## config.mk

```make
export PLATFORM = sky130hd
export DESIGN_NAME = music_sequencer
export DESIGN_NICKNAME = d
export VERILOG_FILES = /design/src/rtl/music_sequencer.sv
export SDC_FILE = /design/constraint.sdc
export NUM_CORES = 1
export LEC_CHECK = 0
export ABC_CLOCK_PERIOD_IN_PS = 3050
export CAP_MARGIN = 10
export CORE_ASPECT_RATIO = 0.5
export CORE_MARGIN = 8
export CORE_UTILIZATION = 35
export CTS_BUF_LIST = sky130_fd_sc_hd__clkbuf_8
export DETAILED_ROUTE_END_ITERATION = 10
export SYNTH_ARGS = -nofsm -noshare
export SYNTH_HDL_FRONTEND = slang
export SYNTH_SLANG_ARGS = --single-unit
```

## constraint.sdc

```tcl
create_clock -name sys_clk -period 3.05 [get_ports sys_clk]
set_input_delay 0.61 -clock sys_clk [delete_from_list [all_inputs] [get_ports sys_clk]]
set_output_delay 0.61 -clock sys_clk [all_outputs]
set_load 0.005 [all_outputs]
```

## src/rtl/music_sequencer.sv

```systemverilog
// Beat sequencer for the MusicBox tune ROM: steps the beat address at a programmable
// tempo, reads back the registered note pair, and loops or stops at end of tune.
module music_sequencer #(
    parameter int         CLK_PER_MS = 100000,
    parameter int         LAST_ADDR  = 511,
    parameter logic [6:0] END_CODE   = 7'h7F
) (
    input  logic       sys_clk,
    input  logic       rst,
    input  logic       play,
    input  logic       restart,
    input  logic       loop_en,
    input  logic [9:0] tempo_ms,
    input  logic [6:0] note1_in,
    input  logic [6:0] note2_in,
    output logic [9:0] addr_out,
    output logic       beat_tick,
    output logic       note_valid,
    output logic       playing,
    output logic       song_end
);

    localparam int            PW      = (CLK_PER_MS > 1) ? $clog2(CLK_PER_MS) : 1;
    localparam logic [PW-1:0] PSC_MAX = PW'(CLK_PER_MS - 1);
    localparam logic [9:0]    LAST    = 10'(LAST_ADDR);

    typedef enum logic [2:0] {STOP, RUN, FETCH, CHECK, DONE} state_t;

    state_t        state_q, state_d;
    logic [9:0]    addr_q, addr_d;
    logic [PW-1:0] psc_q, psc_d;
    logic [9:0]    ms_q, ms_d;
    logic          wrap_q, wrap_d;
    logic          beat_q, beat_d;
    logic          nv_q, nv_d;
    logic          play_q, play_d;
    logic          end_q, end_d;
    logic [9:0]    tlast;
    logic          is_end;

    // tempo 0 behaves as 1 ms
    assign tlast  = (tempo_ms == 10'd0) ? 10'd0 : tempo_ms - 10'd1;
    assign is_end = ((note1_in == END_CODE) && (note2_in == END_CODE)) || wrap_q;

    always_comb begin
        state_d = state_q;
        addr_d  = addr_q;
        psc_d   = psc_q;
        ms_d    = ms_q;
        wrap_d  = wrap_q;
        beat_d  = 1'b0;
        end_d   = 1'b0;
        if (restart) begin
            addr_d  = 10'd0;
            psc_d   = '0;
            ms_d    = 10'd0;
            wrap_d  = 1'b0;
            beat_d  = 1'b1;
            state_d = FETCH;
        end else begin
            case (state_q)
                STOP: if (play) state_d = RUN;
                RUN: begin
                    if (!play) begin
                        state_d = STOP;
                    end else if (psc_q == PSC_MAX) begin
                        psc_d = '0;
                        // >= so a shortened tempo ends the beat at the next ms wrap
                        if (ms_q >= tlast) begin
                            ms_d    = 10'd0;
                            beat_d  = 1'b1;
                            state_d = FETCH;
                            if (addr_q == LAST) begin
                                addr_d = 10'd0;
                                wrap_d = 1'b1;
                            end else begin
                                addr_d = addr_q + 10'd1;
                            end
                        end else begin
                            ms_d = ms_q + 10'd1;
                        end
                    end else begin
                        psc_d = psc_q + 1'b1;
                    end
                end
                FETCH: state_d = CHECK;
                CHECK: begin
                    wrap_d = 1'b0;
                    if (is_end) begin
                        end_d = 1'b1;
                        // a marker at address 0 is an empty tune; a wrap-induced end may loop
                        if (loop_en && (addr_q != 10'd0 || wrap_q)) begin
                            addr_d  = 10'd0;
                            beat_d  = 1'b1;
                            state_d = FETCH;
                        end else begin
                            state_d = DONE;
                        end
                    end else begin
                        state_d = play ? RUN : STOP;
                    end
                end
                DONE:    state_d = DONE;
                default: state_d = STOP;
            endcase
        end
        nv_d   = (state_d == CHECK);
        play_d = (state_d == RUN) || (state_d == FETCH) || (state_d == CHECK);
    end

    always_ff @(posedge sys_clk or posedge rst) begin
        if (rst) begin
            state_q <= STOP;
            addr_q  <= 10'd0;
            psc_q   <= '0;
            ms_q    <= 10'd0;
            wrap_q  <= 1'b0;
            beat_q  <= 1'b0;
            nv_q    <= 1'b0;
            play_q  <= 1'b0;
            end_q   <= 1'b0;
        end else begin
            state_q <= state_d;
            addr_q  <= addr_d;
            psc_q   <= psc_d;
            ms_q    <= ms_d;
            wrap_q  <= wrap_d;
            beat_q  <= beat_d;
            nv_q    <= nv_d;
            play_q  <= play_d;
            end_q   <= end_d;
        end
    end

    assign addr_out   = addr_q;
    assign beat_tick  = beat_q;
    assign note_valid = nv_q;
    assign playing    = play_q;
    assign song_end   = end_q;

endmodule

```

# Word-level counts from Yosys, hierarchy flattened
# Index checks and enable logic that the tools add are counted.
totals:
  reg_bits: 45
classes:
  add_sub_neg: 4
  reduce_logical: 17
  n_mux: 43
  n_eq_ne: 17
  magnitude_cmp: 1
ops:
  columns: ["operator", "count"]
  rows:
  - ["two-way mux 10 bit", 13]
  - ["two-way mux 17 bit", 4]
  - ["two-way mux 3 bit", 7]
  - ["adder 10 x 1 -> 10 bit (second input constant)", 2]
  - ["case mux 10 bit (2 select lines)", 1]
  - ["inequality test 3 bit (second input constant)", 6]
  - ["adder 17 x 1 -> 17 bit (second input constant)", 1]
  - ["== test 17 bit (second input constant)", 1]
  - ["two-way mux 1 bit", 15]
  - ["case mux 3 bit (5 select lines)", 1]
  - ["== test 7 bit (second input constant)", 2]
  - ["== test 3 x 2 -> 1 bit (second input constant)", 4]
  - ["== test 10 x 9 -> 1 bit (second input constant)", 1]
  - ["greater-or-equal comparator 10 bit", 1]
  - ["zero test 10 bit", 1]
  - ["nonzero test 10 bit", 1]
  - ["subtractor 10 x 1 -> 10 bit (second input constant)", 1]
  - ["== test 3 x 1 -> 1 bit (second input constant)", 2]
  - ["AND reduction 6 bit", 1]
  - ["nonzero test 2 bit", 3]
  - ["AND reduction 5 bit", 1]
  - ["logical OR 1 bit", 4]
  - ["case mux 1 bit (2 select lines)", 2]
  - ["== test 3 bit (second input constant)", 1]
  - ["other kinds (5)", 6]

# Depth between registers and ports, before layout
logic_depth:
  word_depth: 11
  depth_mapped: 14

# Worst setup path before layout
# Ideal clock, no wire load.
synth_timing:
  path_kind: "input to register"
  from: "input port tempo_ms[3]"
  to: "register addr_q[0], in the netlist addr_out[0]"
  required_ns: 2.925
  slack_ns: -0.736
  n_path_buf: 0
  stages: 12
  arrival_ns: 3.661
  cell_sequence: "or2_2 -> or4_1 -> or3_1 -> nor3_1 -> a21oi_1 -> ha_1 -> a211oi_1 -> nor2_1 -> or3_4 -> o211ai_4 -> nor3b_4 -> mux2_2"
synth_via:
  elab_chain_len: 5
  word_cells_on_any_way: 6
  classes_between: "add/sub: 1; order compare: 1; eq/ne: 1; mux: 1; reduce/logical: 2"
synth_rtl:
  columns: ["item", "line", "source"]
  rows:
  - ["from (decl)", "13", "input logic [9:0] tempo_ms,"]
  - ["subtractor 10 x 1 -> 10 bit / zero test 10 bit (equally long branches)", "42", "assign tlast = (tempo_ms == 10'd0) ? 10'd0 : tempo_ms - 10'd1;"]
  - ["two-way mux 10 bit (*)", "42", null]
  - ["greater-or-equal comparator 10 bit (*)", "69", "if (ms_q >= tlast) begin"]
  - ["inequality test 3 bit (no line) (*)", null, null]
  - ["AND reduction 6 bit (no line) (*)", null, null]
  - ["to (signal assigned)", "124", "addr_q <= addr_d;"]
  - ["to (decl)", "30", "logic [9:0] addr_q, addr_d;"]
# Every way passes the cells marked *; elsewhere a longest branch is shown, timed or not.
# A chain may end at the register's enable or synchronous reset.

# Final worst setup path
layout_timing:
  from: "input port tempo_ms[2]"
  to: "register addr_q[1], in the netlist addr_out[1]"
# The elaborated chain is that of the path after synthesis.

==> impl_metrics.tcl <==
set metrics [dict create \
    synthCells 317 \
    die-height_um 81.1 \
    cp.arrival_ps 3760 \
    synth_fp_nets 362 \
    synth_edf_count 0 \
    cts_root_buffer "clkbuf_8" \
    final_antenna_net_count 0 \
    synth_top_area_share 0.379 \
    drc 0 \
    required_ps 3280 \
    finClkSkew_ps 8.50 \
    peakVddDrop_mv 0.159 \
    period_needed_ps 3530 \
    htreeDepth 2 \
    overflow 0 \
    slew_violations 0 \
    portBuffers 42 \
    drive_gt1_frac 0.202 \
    hold_violations 0 \
    synth_most_common_cell "dfrtp_1" \
    path_class "in2reg" \
    path_max_fanout 8 \
    syn_area_per_cell_um2 9.37 \
    io-pin-count 43 \
    timing.final.crit_share 1.16 \
    maxCapViolCount 0 \
    cts_max_path_buffers 2 \
    clkLatencyLatePin_ps 300 \
    start_util 0.366 \
    pwr_density_cell_nw_per_um2 333 \
    grt_usage 0.123 \
    async_reset_ff_frac 1.00 \
    syn_to_final_growth_pct 34.1 \
    cts_tree "done" \
    ys_ff_latch 45 \
    grt_start_max_net_pins 46 \
    fmax_mhz 283 \
    yosysWarnings 0 \
    synth.distinct_cells 54 \
    postLayoutCoreUtil 0.491 \
    rsz0062_at_grt "yes" \
    final_nets 431 \
    worst_pin_slew_ps 623 \
    grt_pass1_vias 2553 \
    p_leak_uw 0.00171 \
    path_clk_slew_ps 90 \
    synth.top_cells.by_count "45 x dfrtp_1, 35 x nor2_1, 30 x nand2_1" \
    die_area_um2 11900 \
    fin_ws_ps -483 \
    worstSetupStartpointType "primary input" \
    antenna_found_initial 0 \
    numCtsBuffers 5 \
    vias 2643 \
    clock_sinks 45 \
    hold_buffers 0 \
    final-setup-viol-count 25 \
    via_per_inst 5.30 \
    violations "setup timing" \
    endpoint_kind "flop" \
    status "complete, but fails checks" \
    dieWidth_um 146 \
    hp-class "reg2reg" \
    post_drt_wl_per_cell_um 14.9 \
    netlist_area_um2 2970 \
    antenna_cells 0 \
    yosys.area.top_type "dfrtp_1" \
    grt_pass1_wl_mm 12.2 \
    dominantRegCellSynth "dfrtp_1" \
    place_hpwl_mm 5.48 \
    drtIter0Drc 79 \
    synth-seq-area-share 0.379 \
    synth_area_leaders "dfrtp_1 38%, ha_1 6.7%, xor2_1 5.6%, nor2_1 4.4%, nand2_1 3.8%" \
    totalWireLength_mm 7.44 \
    firstDrtPassIters 4 \
    relSlewSlack 0.585 \
    fin_tns_setup_ps -9310 \
    place.gp.congestion 0.815 \
    core_area_um2 8120 \
    fp-row-count 23 \
]
worst max-delay path, stage by stage:
cell      delay [ps]
buf_6             90
or2_4            240
or4_4            490
or3_4            350
nor3_2           100
a21oi_1           60
ha_1             300
a211oi_2         180
nor2_1            60
or3_4            400
o211ai_4         210
nor3b_4          280
buf_6            210
mux2i_1          180
cell families (layout without fill, tap and decap cells):
| kind of cell | count (synthesis) | count (layout) | synth area share |
|---|---|---|---|
| simple gates | 155 | 155 | 0.288 |
| compound gates | 52 | 52 | 0.146 |
| flops | 45 | 45 | 0.379 |
| xor+xnor | 25 | 25 | 0.0737 |
| buf+inv | 22 | 92 | 0.0383 |
| fa+ha+maj | 16 | 16 | 0.0674 |
| mux | 2 | 2 | 0.00716 |
layout by cell type, fill, tap and decap left out, types with 4 or more instances in the layout:
cell | netlist | layout
a21oi_1 | 10 | 5
a21oi_2 | 0 | 4
a32oi_1 | 7 | 6
and3_1 | 7 | 7
buf_4 | 1 | 25
buf_6 | 3 | 7
clkbuf_8 | 0 | 5
clkdlybuf4s50_1 | 0 | 35
dfrtp_1 | 45 | 45
ha_1 | 16 | 15
inv_1 | 12 | 12
nand2_1 | 30 | 30
nand2b_1 | 5 | 5
nand3_1 | 19 | 19
nand4_1 | 11 | 11
nor2_1 | 35 | 34
nor3_1 | 8 | 5
nor3b_1 | 9 | 8
o21ai_0 | 8 | 5
o21ai_1 | 2 | 4
o41ai_2 | 6 | 6
xnor2_1 | 6 | 6
xor2_1 | 19 | 19
sequential cells by signal, indices dropped and copies added, names as in the netlist:
| signal | count |
|---|---|
| beat_tick | 1 |
| note_valid | 1 |
| state_q | 3 |
| song_end | 1 |
| psc_q | 17 |
| ms_q | 10 |
| addr_out | 10 |
| playing | 1 |
| wrap_q | 1 |
cell type report:
cell class / instances / area, um2
Tap cell: 112 / 140
Timing Repair Buffer: 72 / 668
Inverter: 12 / 45.0
Clock buffer: 5 / 68.8
Sequential cell: 45 / 1130
Clock inverter: 3 / 42.5
Fill cell: 771 / 4130
Multi-Input combinational cell: 250 / 1890
stage by stage:
| stage | cells | power [uW] | setup slack (ps) | hold slack [ps] | cell area (um2) |
|---|---|---|---|---|---|
| global route | 499 | 1400 | -555 | 567 | 3980 |
| global placement | 486 | 870 | -1070 | 503 | 3670 |
| floorplan | 317 | 765 | -639 | 477 | 3000 |
| finish | 499 | 1330 | -483 | 537 | 3980 |
| detailed placement | 486 | 875 | -1140 | 523 | 3670 |
| CTS | 497 | 1330 | -602 | 535 | 3860 |
routing by layer:
| layer | wire length [um] | vias up | part of all wire | global-route usage |
|---|---|---|---|---|
| li1 | - | 1301 | - | - |
| met1 | 3780 | 1278 | 0.51 | 0.169 |
| met2 | 3300 | 53 | 0.44 | 0.195 |
| met3 | 255 | 11 | 0.034 | 0.0222 |
| met4 | 97 | 0 | 0.013 | 0.0377 |
| met5 | 0 | - | 0 | 0 |
report_power, final:
group / internal, uW / switching, uW / total (uW)
Sequential: 613 / 29.5 / 642
Combinational: 118 / 118 / 236
Clock: 243 / 205 / 448
path summary, 6_finish.rpt:
kind	endpoint	slack (ps)	depth (start not counted)	startpoint
min in group asynchronous	ms_q[7]	760	3	rst
worst max-delay path	addr_out[1]	-480	14	tempo_ms[2]
worst min-delay path	psc_q[0]	540	1	psc_q[0]
worst max register to register	addr_out[1]	590	10	ms_q[0]
worst min register to register	psc_q[0]	540	1	psc_q[0]
max in group asynchronous	ms_q[1]	1890	3	rst
repair_timing:
| item | CTS | global route |
|---|---|---|
| setup buffers | 4 | 3 |
| gates cloned | 0 | 0 |
| pin swaps | 21 | 16 |
| gates resized for setup | 25 | 23 |
| endpoints found under the setup margin | 25 | 25 |
Power figures use the tool's default switching activity.
